--- config.mk ---
export PLATFORM = sky130hd
export DESIGN_NAME = multicycle_core
export DESIGN_NICKNAME = d
export VERILOG_FILES = /design/src/rtl/mc_pkg.sv /design/src/rtl/mc_regfile.sv /design/src/rtl/multicycle_core.sv
export SDC_FILE = /design/constraint.sdc
export NUM_CORES = 2
export LEC_CHECK = 0
export BUFFER_PORTS_ARGS = -buffer_cell sky130_fd_sc_hd__buf_4
export CORE_UTILIZATION = 40
export CTS_CLUSTER_SIZE = 40
export DETAILED_ROUTE_END_ITERATION = 16
export MAX_ROUTING_LAYER = met4
export SYNTH_ARGS = -nofsm -noshare
export SYNTH_HDL_FRONTEND = slang
export SYNTH_HIERARCHICAL = 1
export SYNTH_SLANG_ARGS = --single-unit
--- constraint.sdc ---
create_clock -name clk -period 2.9 [get_ports clk]
set_input_delay 0.58 -clock clk [delete_from_list [all_inputs] [get_ports clk]]
set_output_delay 0.58 -clock clk [all_outputs]
set_load 0.05 [all_outputs]
--- src/rtl/mc_pkg.sv ---
// mc_pkg: shared definitions for the multicycle MIPS-I core.
//   - opcode / funct encodings of the supported subset
//   - FSM state enumeration (also exported on the core's debug port)
//   - ALU operation encoding and the ALU itself
//   - REG_RA, the link register written by jal
package mc_pkg;

    localparam logic [5:0] OP_RTYPE = 6'h00;
    localparam logic [5:0] OP_J     = 6'h02;
    localparam logic [5:0] OP_JAL   = 6'h03;
    localparam logic [5:0] OP_BEQ   = 6'h04;
    localparam logic [5:0] OP_BNE   = 6'h05;
    localparam logic [5:0] OP_ADDI  = 6'h08;
    localparam logic [5:0] OP_LW    = 6'h23;
    localparam logic [5:0] OP_SW    = 6'h2B;

    localparam logic [5:0] FN_JR    = 6'h08;
    localparam logic [5:0] FN_ADD   = 6'h20;
    localparam logic [5:0] FN_SUB   = 6'h22;
    localparam logic [5:0] FN_AND   = 6'h24;
    localparam logic [5:0] FN_OR    = 6'h25;
    localparam logic [5:0] FN_SLT   = 6'h2A;

    localparam logic [4:0] REG_RA   = 5'd31;

    typedef enum logic [3:0] {
        S_RST, S_FETCH, S_DECODE, S_EXEC_R, S_EXEC_I, S_MEM_ADDR, S_MEM_RD,
        S_MEM_WR, S_WB_R, S_WB_I, S_WB_MEM, S_BRANCH, S_JUMP, S_HALT
    } state_t;

    typedef enum logic [2:0] {
        ALU_ADD, ALU_SUB, ALU_AND, ALU_OR, ALU_SLT
    } alu_op_t;

    // R-type funct to ALU operation; jr and unknown functs map to add
    // (the result is never written back in those cases).
    function automatic alu_op_t funct_to_alu(input logic [5:0] funct);
        case (funct)
            FN_SUB:  return ALU_SUB;
            FN_AND:  return ALU_AND;
            FN_OR:   return ALU_OR;
            FN_SLT:  return ALU_SLT;
            default: return ALU_ADD;
        endcase
    endfunction

    // 32-bit two's-complement ALU, wrapping, signed slt.
    function automatic logic [31:0] alu(input alu_op_t op, input logic [31:0] a,
                                        input logic [31:0] b);
        case (op)
            ALU_SUB: return a - b;
            ALU_AND: return a & b;
            ALU_OR:  return a | b;
            ALU_SLT: return {31'd0, ($signed(a) < $signed(b))};
            default: return a + b;
        endcase
    endfunction

endpackage

--- src/rtl/mc_regfile.sv ---
// mc_regfile: 32 x 32-bit register file.
//   clk            rising-edge write clock
//   reset          asynchronous active-low clear of all registers
//   raddr1/rdata1  asynchronous read port 1
//   raddr2/rdata2  asynchronous read port 2
//   we/waddr/wdata synchronous write port; writes to $0 are dropped
module mc_regfile
    import mc_pkg::*;
(
    input  logic        clk,
    input  logic        reset,
    input  logic [4:0]  raddr1,
    output logic [31:0] rdata1,
    input  logic [4:0]  raddr2,
    output logic [31:0] rdata2,
    input  logic        we,
    input  logic [4:0]  waddr,
    input  logic [31:0] wdata
);

    logic [31:0] regs [32];

    always_ff @(posedge clk or negedge reset) begin
        if (!reset) begin
            for (int i = 0; i < 32; i++) regs[i] <= '0;
        end else if (we && (waddr != 5'd0)) begin
            regs[waddr] <= wdata;
        end
    end

    assign rdata1 = (raddr1 == 5'd0) ? 32'd0 : regs[raddr1];
    assign rdata2 = (raddr2 == 5'd0) ? 32'd0 : regs[raddr2];

endmodule

--- src/rtl/multicycle_core.sv ---
// multicycle_core: multicycle MIPS-I subset core over one shared memory port.
//   clk, reset      clock / asynchronous active-low reset
//   mem_req/mem_we  request valid / write select
//   mem_addr        word-aligned byte address (ADDR_W bits)
//   mem_wdata       store data
//   mem_rdata       read data, sampled when mem_ready=1
//   mem_ready       completes the pending request at this edge
//   pc              current program counter
//   retire          one-cycle pulse in the last cycle of each instruction
//   halted          sticky fault flag (illegal instruction, misaligned lw/sw)
//   state_dbg       current FSM state
//
// Handshake: a request is presented while mem_req=1 and completes at the
// first rising edge where mem_ready=1. Until then mem_addr, mem_we and
// mem_wdata are held constant and mem_req is not withdrawn (only reset
// abandons it). mem_ready is don't-care while mem_req=0.
module multicycle_core
    import mc_pkg::*;
#(
    parameter logic [31:0] RESET_PC = 32'h0000_0000,
    parameter int          ADDR_W   = 32
) (
    input  logic              clk,
    input  logic              reset,
    output logic              mem_req,
    output logic              mem_we,
    output logic [ADDR_W-1:0] mem_addr,
    output logic [31:0]       mem_wdata,
    input  logic [31:0]       mem_rdata,
    input  logic              mem_ready,
    output logic [ADDR_W-1:0] pc,
    output logic              retire,
    output logic              halted,
    output state_t            state_dbg
);

    state_t      state, state_next;
    logic [31:0] ir, a_reg, b_reg, alu_out, mdr;

    logic [5:0]  op, funct;
    logic [4:0]  rs, rt, rd;
    logic [31:0] sext, br_off, addr_sum, alu_res, rd1, rd2, pc_ext, jt_ext;
    logic [ADDR_W-1:0] pc_plus4, br_target, jump_pc;
    logic        rtype_legal, taken;
    logic        rf_we;
    logic [4:0]  rf_waddr;
    logic [31:0] rf_wdata;

    assign op       = ir[31:26];
    assign rs       = ir[25:21];
    assign rt       = ir[20:16];
    assign rd       = ir[15:11];
    assign funct    = ir[5:0];
    assign sext     = {{16{ir[15]}}, ir[15:0]};
    assign br_off   = {sext[29:0], 2'b00};
    assign addr_sum = a_reg + sext;
    assign alu_res  = alu(funct_to_alu(funct), a_reg, b_reg);

    // PC arithmetic is done at ADDR_W bits so it wraps modulo 2^ADDR_W.
    assign pc_plus4  = pc + ADDR_W'(4);
    assign br_target = pc + br_off[ADDR_W-1:0];
    assign pc_ext    = 32'(pc);
    assign jt_ext    = {pc_ext[31:28], ir[25:0], 2'b00};
    assign jump_pc   = jt_ext[ADDR_W-1:0];

    assign rtype_legal = (funct == FN_ADD) || (funct == FN_SUB) || (funct == FN_AND) ||
                         (funct == FN_OR)  || (funct == FN_SLT) || (funct == FN_JR);
    assign taken       = (a_reg == b_reg) ^ (op == OP_BNE);

    mc_regfile u_regfile (
        .clk    (clk),
        .reset  (reset),
        .raddr1 (rs),
        .rdata1 (rd1),
        .raddr2 (rt),
        .rdata2 (rd2),
        .we     (rf_we),
        .waddr  (rf_waddr),
        .wdata  (rf_wdata)
    );

    always_ff @(posedge clk or negedge reset) begin
        if (!reset) state <= S_RST;
        else        state <= state_next;
    end

    always_comb begin
        state_next = state;
        mem_req    = 1'b0;
        mem_we     = 1'b0;
        mem_addr   = '0;
        mem_wdata  = '0;
        retire     = 1'b0;
        rf_we      = 1'b0;
        rf_waddr   = '0;
        rf_wdata   = '0;
        case (state)
            S_RST: state_next = S_FETCH;
            S_FETCH: begin
                mem_req  = 1'b1;
                mem_addr = pc;
                if (mem_ready) state_next = S_DECODE;
            end
            S_DECODE: begin
                case (op)
                    OP_RTYPE:     state_next = rtype_legal ? S_EXEC_R : S_HALT;
                    OP_ADDI:      state_next = S_EXEC_I;
                    OP_LW, OP_SW: state_next = S_MEM_ADDR;
                    OP_BEQ, OP_BNE: state_next = S_BRANCH;
                    OP_J, OP_JAL: state_next = S_JUMP;
                    default:      state_next = S_HALT;
                endcase
            end
            S_EXEC_R: begin
                if (funct == FN_JR) begin
                    retire     = 1'b1;
                    state_next = S_FETCH;
                end else begin
                    state_next = S_WB_R;
                end
            end
            S_EXEC_I: state_next = S_WB_I;
            S_MEM_ADDR: begin
                if (addr_sum[1:0] != 2'b00) state_next = S_HALT;
                else if (op == OP_LW)       state_next = S_MEM_RD;
                else                        state_next = S_MEM_WR;
            end
            S_MEM_RD: begin
                mem_req  = 1'b1;
                mem_addr = alu_out[ADDR_W-1:0];
                if (mem_ready) state_next = S_WB_MEM;
            end
            S_MEM_WR: begin
                mem_req   = 1'b1;
                mem_we    = 1'b1;
                mem_addr  = alu_out[ADDR_W-1:0];
                mem_wdata = b_reg;
                if (mem_ready) begin
                    retire     = 1'b1;
                    state_next = S_FETCH;
                end
            end
            S_WB_R, S_WB_I, S_WB_MEM: begin
                rf_we      = 1'b1;
                rf_waddr   = (state == S_WB_R) ? rd : rt;
                rf_wdata   = (state == S_WB_MEM) ? mdr : alu_out;
                retire     = 1'b1;
                state_next = S_FETCH;
            end
            S_BRANCH: begin
                retire     = 1'b1;
                state_next = S_FETCH;
            end
            S_JUMP: begin
                // pc already holds the address after the jal, i.e. the link value.
                rf_we      = (op == OP_JAL);
                rf_waddr   = REG_RA;
                rf_wdata   = pc_ext;
                retire     = 1'b1;
                state_next = S_FETCH;
            end
            S_HALT:  state_next = S_HALT;
            default: state_next = S_HALT;
        endcase
    end

    always_ff @(posedge clk or negedge reset) begin
        if (!reset) begin
            pc      <= RESET_PC[ADDR_W-1:0];
            ir      <= '0;
            a_reg   <= '0;
            b_reg   <= '0;
            alu_out <= '0;
            mdr     <= '0;
        end else begin
            case (state)
                S_FETCH: begin
                    if (mem_ready) begin
                        ir <= mem_rdata;
                        pc <= pc_plus4;
                    end
                end
                S_DECODE: begin
                    a_reg   <= rd1;
                    b_reg   <= rd2;
                    alu_out <= 32'(br_target);
                end
                S_EXEC_R: begin
                    if (funct == FN_JR) pc <= a_reg[ADDR_W-1:0];
                    else                alu_out <= alu_res;
                end
                S_EXEC_I, S_MEM_ADDR: alu_out <= addr_sum;
                S_MEM_RD: if (mem_ready) mdr <= mem_rdata;
                S_BRANCH: if (taken) pc <= alu_out[ADDR_W-1:0];
                S_JUMP:   pc <= jump_pc;
                default: ;
            endcase
        end
    end

    assign halted    = (state == S_HALT);
    assign state_dbg = state;

endmodule

# Word level (Yosys, flattened, before mapping)
# Index checks and enable logic that the tools add are counted.
# classes
n_bitwise,7
n_mux,40
n_eq_ne,37
order_cmp,5
n_reduce_logical,31
addsub,5
# ops
op,count
bitwise mux 1024 bit,1
two-way mux 32 bit,13
binary-select mux 32 bit (select 5 bit),2
one-hot mux 32 bit (4 select lines),2
demux 32 bit (select 5 bit),1
one-hot mux 32 bit (2 select lines),2
adder 32 bit,3
one-hot mux 32 bit (3 select lines),1
"equality test 6 bit, second input constant",7
"adder 32 x 3 -> 32 bit, second input constant",1
bitwise AND 32 bit,1
equality test 32 bit,1
< comparator 32 bit,1
bitwise OR 32 bit,1
one-hot mux 4 bit (8 select lines),1
subtractor 32 bit,1
"equality test 4 bit, second input constant",6
two-way mux 4 bit,6
one-hot mux 4 bit (5 select lines),1
"greater-or-equal comparator 6 bit, second input constant",3
NOT 5 -> 6 bit,3
"equality test 4 x 3 -> 1 bit, second input constant",4
"equality test 6 x 2 -> 1 bit, second input constant",2
"equality test 6 x 3 -> 1 bit, second input constant",2
33 further kinds,59
# totals
in_bits,35
register_bits,1220
out_inout_bits,104
elab_cells,165

# Logic depth before layout (Yosys ltp)
# depth
depth_word,9
mapped_depth,15
mapped_depth_nobuf,14

# By module
# The synthesis kept the hierarchy.
# by_module_without_submodules
module,area_per_inst_um2,n_inst,seq_area_each_um2,cells_per_inst
mc_regfile,54161.9,1,25624.6,3514
multicycle_core,17683.2,1,4904.7,2201

# Least setup slack after synthesis
# No wires, ideal clock.
# synth_timing
path_type,register to register
from,"reg state[2], in the netlist state_dbg[2]"
to,reg u_regfile/regs[101] in the netlist's numbering
setup_time_ns,0.125
slack_ns,-0.605
synth_period_minus_slack_ns,3.505
t_arrival_ns,3.380
stages_incl_launch_ff,12
path_cell_list,dfrtp_1 -> clkbuf_1 -> nand2_1 -> nor3_1 -> clkbuf_1 -> a31o_2 -> nand2_1 -> nor3_1 -> and3_1 -> clkbuf_1 -> buf_2 -> mux2_2
# synth_rtl
element,line,rtl
from (decl),multicycle_core.sv:37,"state_t state, state_next;"
from (signal assigned),multicycle_core.sv:84,else state <= state_next;
equality test 4 bit,multicycle_core.sv:97,case (state)
OR reduction 3 bit,n/a,
one-hot mux 1 bit (2 select lines) *,multicycle_core.sv:97,
via rf_we,multicycle_core.sv:45,logic rf_we;
logical AND 1 bit *,mc_regfile.sv:26,end else if (we && (waddr != 5'd0)) begin
"to (signal, indexed assignment)",mc_regfile.sv:27,regs[waddr] <= wdata;
to (decl),mc_regfile.sv:21,logic [31:0] regs [32];
# Mark *: on every way through the listed nets, which the timed path passes. The rest lies on a longest branch.
# A chain may end at the register's enable or synchronous reset.

# Worst setup path after layout
# layout_timing
from,reg a_reg[0]
to,reg alu_out[30]
# layout_between
elab_chain_len,4
# layout_lines
element,line,rtl
from (decl),multicycle_core.sv:38,"logic [31:0] ir, a_reg, b_reg, alu_out, mdr;"
from (signal assigned),multicycle_core.sv:184,a_reg <= rd1;
adder 32 bit / subtractor 32 bit (equally long branches),"mc_pkg.sv:55, mc_pkg.sv:51",
one-hot mux 32 bit (4 select lines),mc_pkg.sv:50,case (op)
two-way mux 32 bit,multicycle_core.sv:189,if (funct == FN_JR) pc <= a_reg[ADDR_W-1:0];
one-hot mux 32 bit (3 select lines) *,multicycle_core.sv:176,case (state)
to (signal assigned),multicycle_core.sv:186,alu_out <= 32'(br_target);
to (signal assigned),multicycle_core.sv:190,else alu_out <= alu_res;
to (signal assigned),multicycle_core.sv:192,"S_EXEC_I, S_MEM_ADDR: alu_out <= addr_sum;"
to (decl),multicycle_core.sv:38,
# Mark *: on every way between the ends. The rest lies on a longest branch, timed or not. The select of a mux whose other input is x is not followed.

==> results.toml <==
[routing]
ant_nets = 0
routed_via_density = 6.37
drt_wl_total_mm = 290
drt_first_pass_iters = 8
routedWlPerCell_um = 32.0
vias = 57800
drt_iter0_drc = 6104
drc = 0

[grt]
grt_pass1_vias = 58500
grt_pass1_wl_mm = 415
grt_max_degree = 123
antenna_found_initial = 10
overflow = 0
grt_util_all_layers_pct = 32.3

[clock_network]
cts_htree_levels = 4
insertion_delay_ns = 0.82
clk_path_buf_depth = 3
cts_buffers = 139
cts_tree = "yes"
clk_transition_reported_paths_ns = 0.06
cts_root_buf = "clkbuf_16"
cts_sinks = 1220

[timing]
fin_ws_ns = -0.396
hold_viol_final = 0
post-route-period-util_pct = 114
setup_viol = 137
max_freq_mhz = 303
skew_ns = 0.0573
tightest_slew_ns = 1.04
maxSlewHeadroom_pct = 30.4
slew_violations = 0
timing.hold.ws_ns = 0.0303
rsz0062_at_grt = "true"
period_minus_slack_ns = 3.30

[critical_path]
reg2reg_slack_ns = -0.40
path_cells = "buf_12, ha_4, fa_2, a21o_1, a221oi_4, a21oi_2, o41ai_4, buf_6, o311ai_4, nand3_2, nand2_4, a221oi_4, xnor2_1, a21oi_1, a31oi_1"
worst-setup-path-type = "flip-flop to flip-flop"
r2r_start = "a_reg[0]$_DFFE_PN0P_"
worstRegToRegCells = 15
crit_top_cell = "a221oi_4"
timing.rr.end = "alu_out[30]$_DFFE_PN0P_"
worst_setup_path_end_kind = "flip-flop"
start_kind = "flip-flop"
cpMaxStageDelayCell = "dfrtp_2"
worst_path_largest_cell_delay_ns = 0.44
worst-path-max-fanout = 3
cp.required_ns = 3.57
cp.arrival_ns = 3.97

[logic_synthesis]
synth_top_area_share_pct = 42.5
synth_top_area_cell = "dfrtp_1"
syn_area_um2 = 71800
synthCells = 5715
yosys-top-cells-area = "dfrtp_1, mux2_2, mux4_2"
synth-edff-count = 0
async_flop_share_pct = 100
synth_top_flop_cell = "dfrtp_1"
yosysWarnings = 6
synth_cell_type_count = 99
synth_seq_cells = 1220
ys_seq_area_share_pct = 42.5
avgSynthCellArea_um2 = 12.6
synthesis.nets = 5911
ys_top_cells_by_count = "dfrtp_1, mux2_2, mux4_2"
yosysMostFrequentCell = "dfrtp_1"

[finish]
area_growth_pct = 28.9
drive_gt1_share_pct = 52.5
nets = 6797
multiInputGateArea_um2 = 40800
utilization_pct = 51.9
largest-register = "u_regfile/regs"
ff_latch_area_um2 = 30600
nFillCells = 15200
largest_reg_flops = 1024

[hold_path]
hold-path-cell-count = 2
hold_end = "mdr[5]$_DFFE_PN0P_"
hold_path.class = "input pin to flip-flop"
min-delay-start = "mem_rdata[5]"

[die]
start_util_pct = 40.3
io_pins = 139
die_h_um = 426
die_w_um = 426
rows = 155
core_area_um2 = 178000
dieArea_um2 = 181000

[placed_design]
gp_congestion = 0.992
io_buffers = 138
post-dp-hpwl_mm = 202
post-place-ws_ns = -0.678

[pwr]
power.total_mw = 105
max-vdd-ir-drop_uv = 902
leakage_nw = 42.5
power.density_nw_per_um2 = 1130

[run_status]
status = "complete, but fails checks"
violations = "setup timing"

[run]
drv_cap = 0
## metal layers
metal	wire [um]	GRT usage, %	vias up
li1	-	-	23700
met1	110000	38.9	30200
met2	137000	50.6	2929
met3	23700	6.82	904
met4	19300	18.0	0
met5	0	-	-
## cell families (layout without fill, tap and decap cells)
| kind of cell | after synthesis | count (layout) | synth area share [%] |
|---|---|---|---|
| muxes | 1722 | 1722 | 34.1 |
| DFF | 1220 | 1220 | 42.5 |
| AOI/OAI and AO/OA | 1080 | 1080 | 10.5 |
| and+or+nand+nor | 782 | 782 | 5.02 |
| buffers and inverters | 683 | 1674 | 4.17 |
| adders and majority gates | 161 | 161 | 2.85 |
| xor gates and xnor gates | 67 | 67 | 0.817 |
| other | 0 | 13 | 0 |
## placed cells by master (no fill, tap or decap), drive strengths merged, types with 18 or more instances in the layout
cell,Yosys,layout
ha,157,157
nor4,23,23
dfrtp,1220,1220
nand2b,23,23
mux2i,165,165
a211oi,59,59
xor2,29,29
buf,240,1285
clkinv,0,30
nand4,18,18
a22o,103,103
a22oi,26,26
a21o,44,44
nor2,167,167
a21oi,195,195
nor2b,28,28
o221ai,68,68
o22ai,122,122
nand3,40,40
inv,116,124
and3,21,21
nand2,287,287
o21ai,204,204
o211ai,26,26
xnor2,38,38
a2111oi,30,30
clkbuf,327,208
a222oi,28,28
mux4,469,469
a221oi,32,32
nor3,131,131
mux2,1088,1088
a31oi,22,22
## how the worst max path moves through the flow
stage | slack [ns] | from | end
floorplan | -0.14 | a_reg[0]$_DFFE_PN0P_ | alu_out[30]$_DFFE_PN0P_
CTS | -0.41 | a_reg[0]$_DFFE_PN0P_ | alu_out[28]$_DFFE_PN0P_
detailed placement | -0.68 | a_reg[0]$_DFFE_PN0P_ | alu_out[26]$_DFFE_PN0P_
finish | -0.40 | a_reg[0]$_DFFE_PN0P_ | alu_out[30]$_DFFE_PN0P_
global route | -0.53 | a_reg[0]$_DFFE_PN0P_ | alu_out[30]$_DFFE_PN0P_
global placement | -0.70 | a_reg[0]$_DFFE_PN0P_ | alu_out[26]$_DFFE_PN0P_
## final cells by class
| type | instances | area share [%] |
|---|---|---|
| multi-input combinational | 3812 | 44.1 |
| sequential | 1220 | 33.0 |
| timing repair buffer | 1312 | 14.3 |
| clock buffer | 194 | 4.25 |
| tap | 2355 | 3.18 |
| clock inverter | 52 | 0.635 |
| inverter | 116 | 0.484 |
| antenna | 13 | 0.0351 |
## worst max-delay path: cells and delay by family, from the launching register on
family	cells	cell delay [ns]
flops	1	0.44
buf+inv	2	0.33
fa+ha+maj	2	0.48
xor+xnor	1	0.10
compound gates	8	1.55
simple gates	2	0.26
## power by group
group	internal, mW	switching, mW
sequential	19.9	3.21
clock	10.4	7.54
combinational	27.8	35.8
total	58.0	46.6
## metrics by stage
stage          setup TNS, ns  instance area, um2  instances
5_1_grt               -21.84               92600       9069
2_1_floorplan          -2.01               72200       5715
4_1_cts                -9.23               90700       8995
6_report              -13.65               92600       9074
3_3_place_gp          -20.59               83400       8646
3_5_place_dp          -25.12               83400       8646
## timing repair
| item | in CTS | in global routing |
|---|---|---|
| hold endpoints to repair | 234 | 0 |
| hold buffers | 12 | 0 |
| pin swaps | 144 | 147 |
| buffers inserted | 80 | 69 |
| cloned | 16 | 14 |
| setup endpoints to repair | 217 | 622 |
| resized for setup | 397 | 237 |
Note: power is estimated with default switching activity, not from simulation.
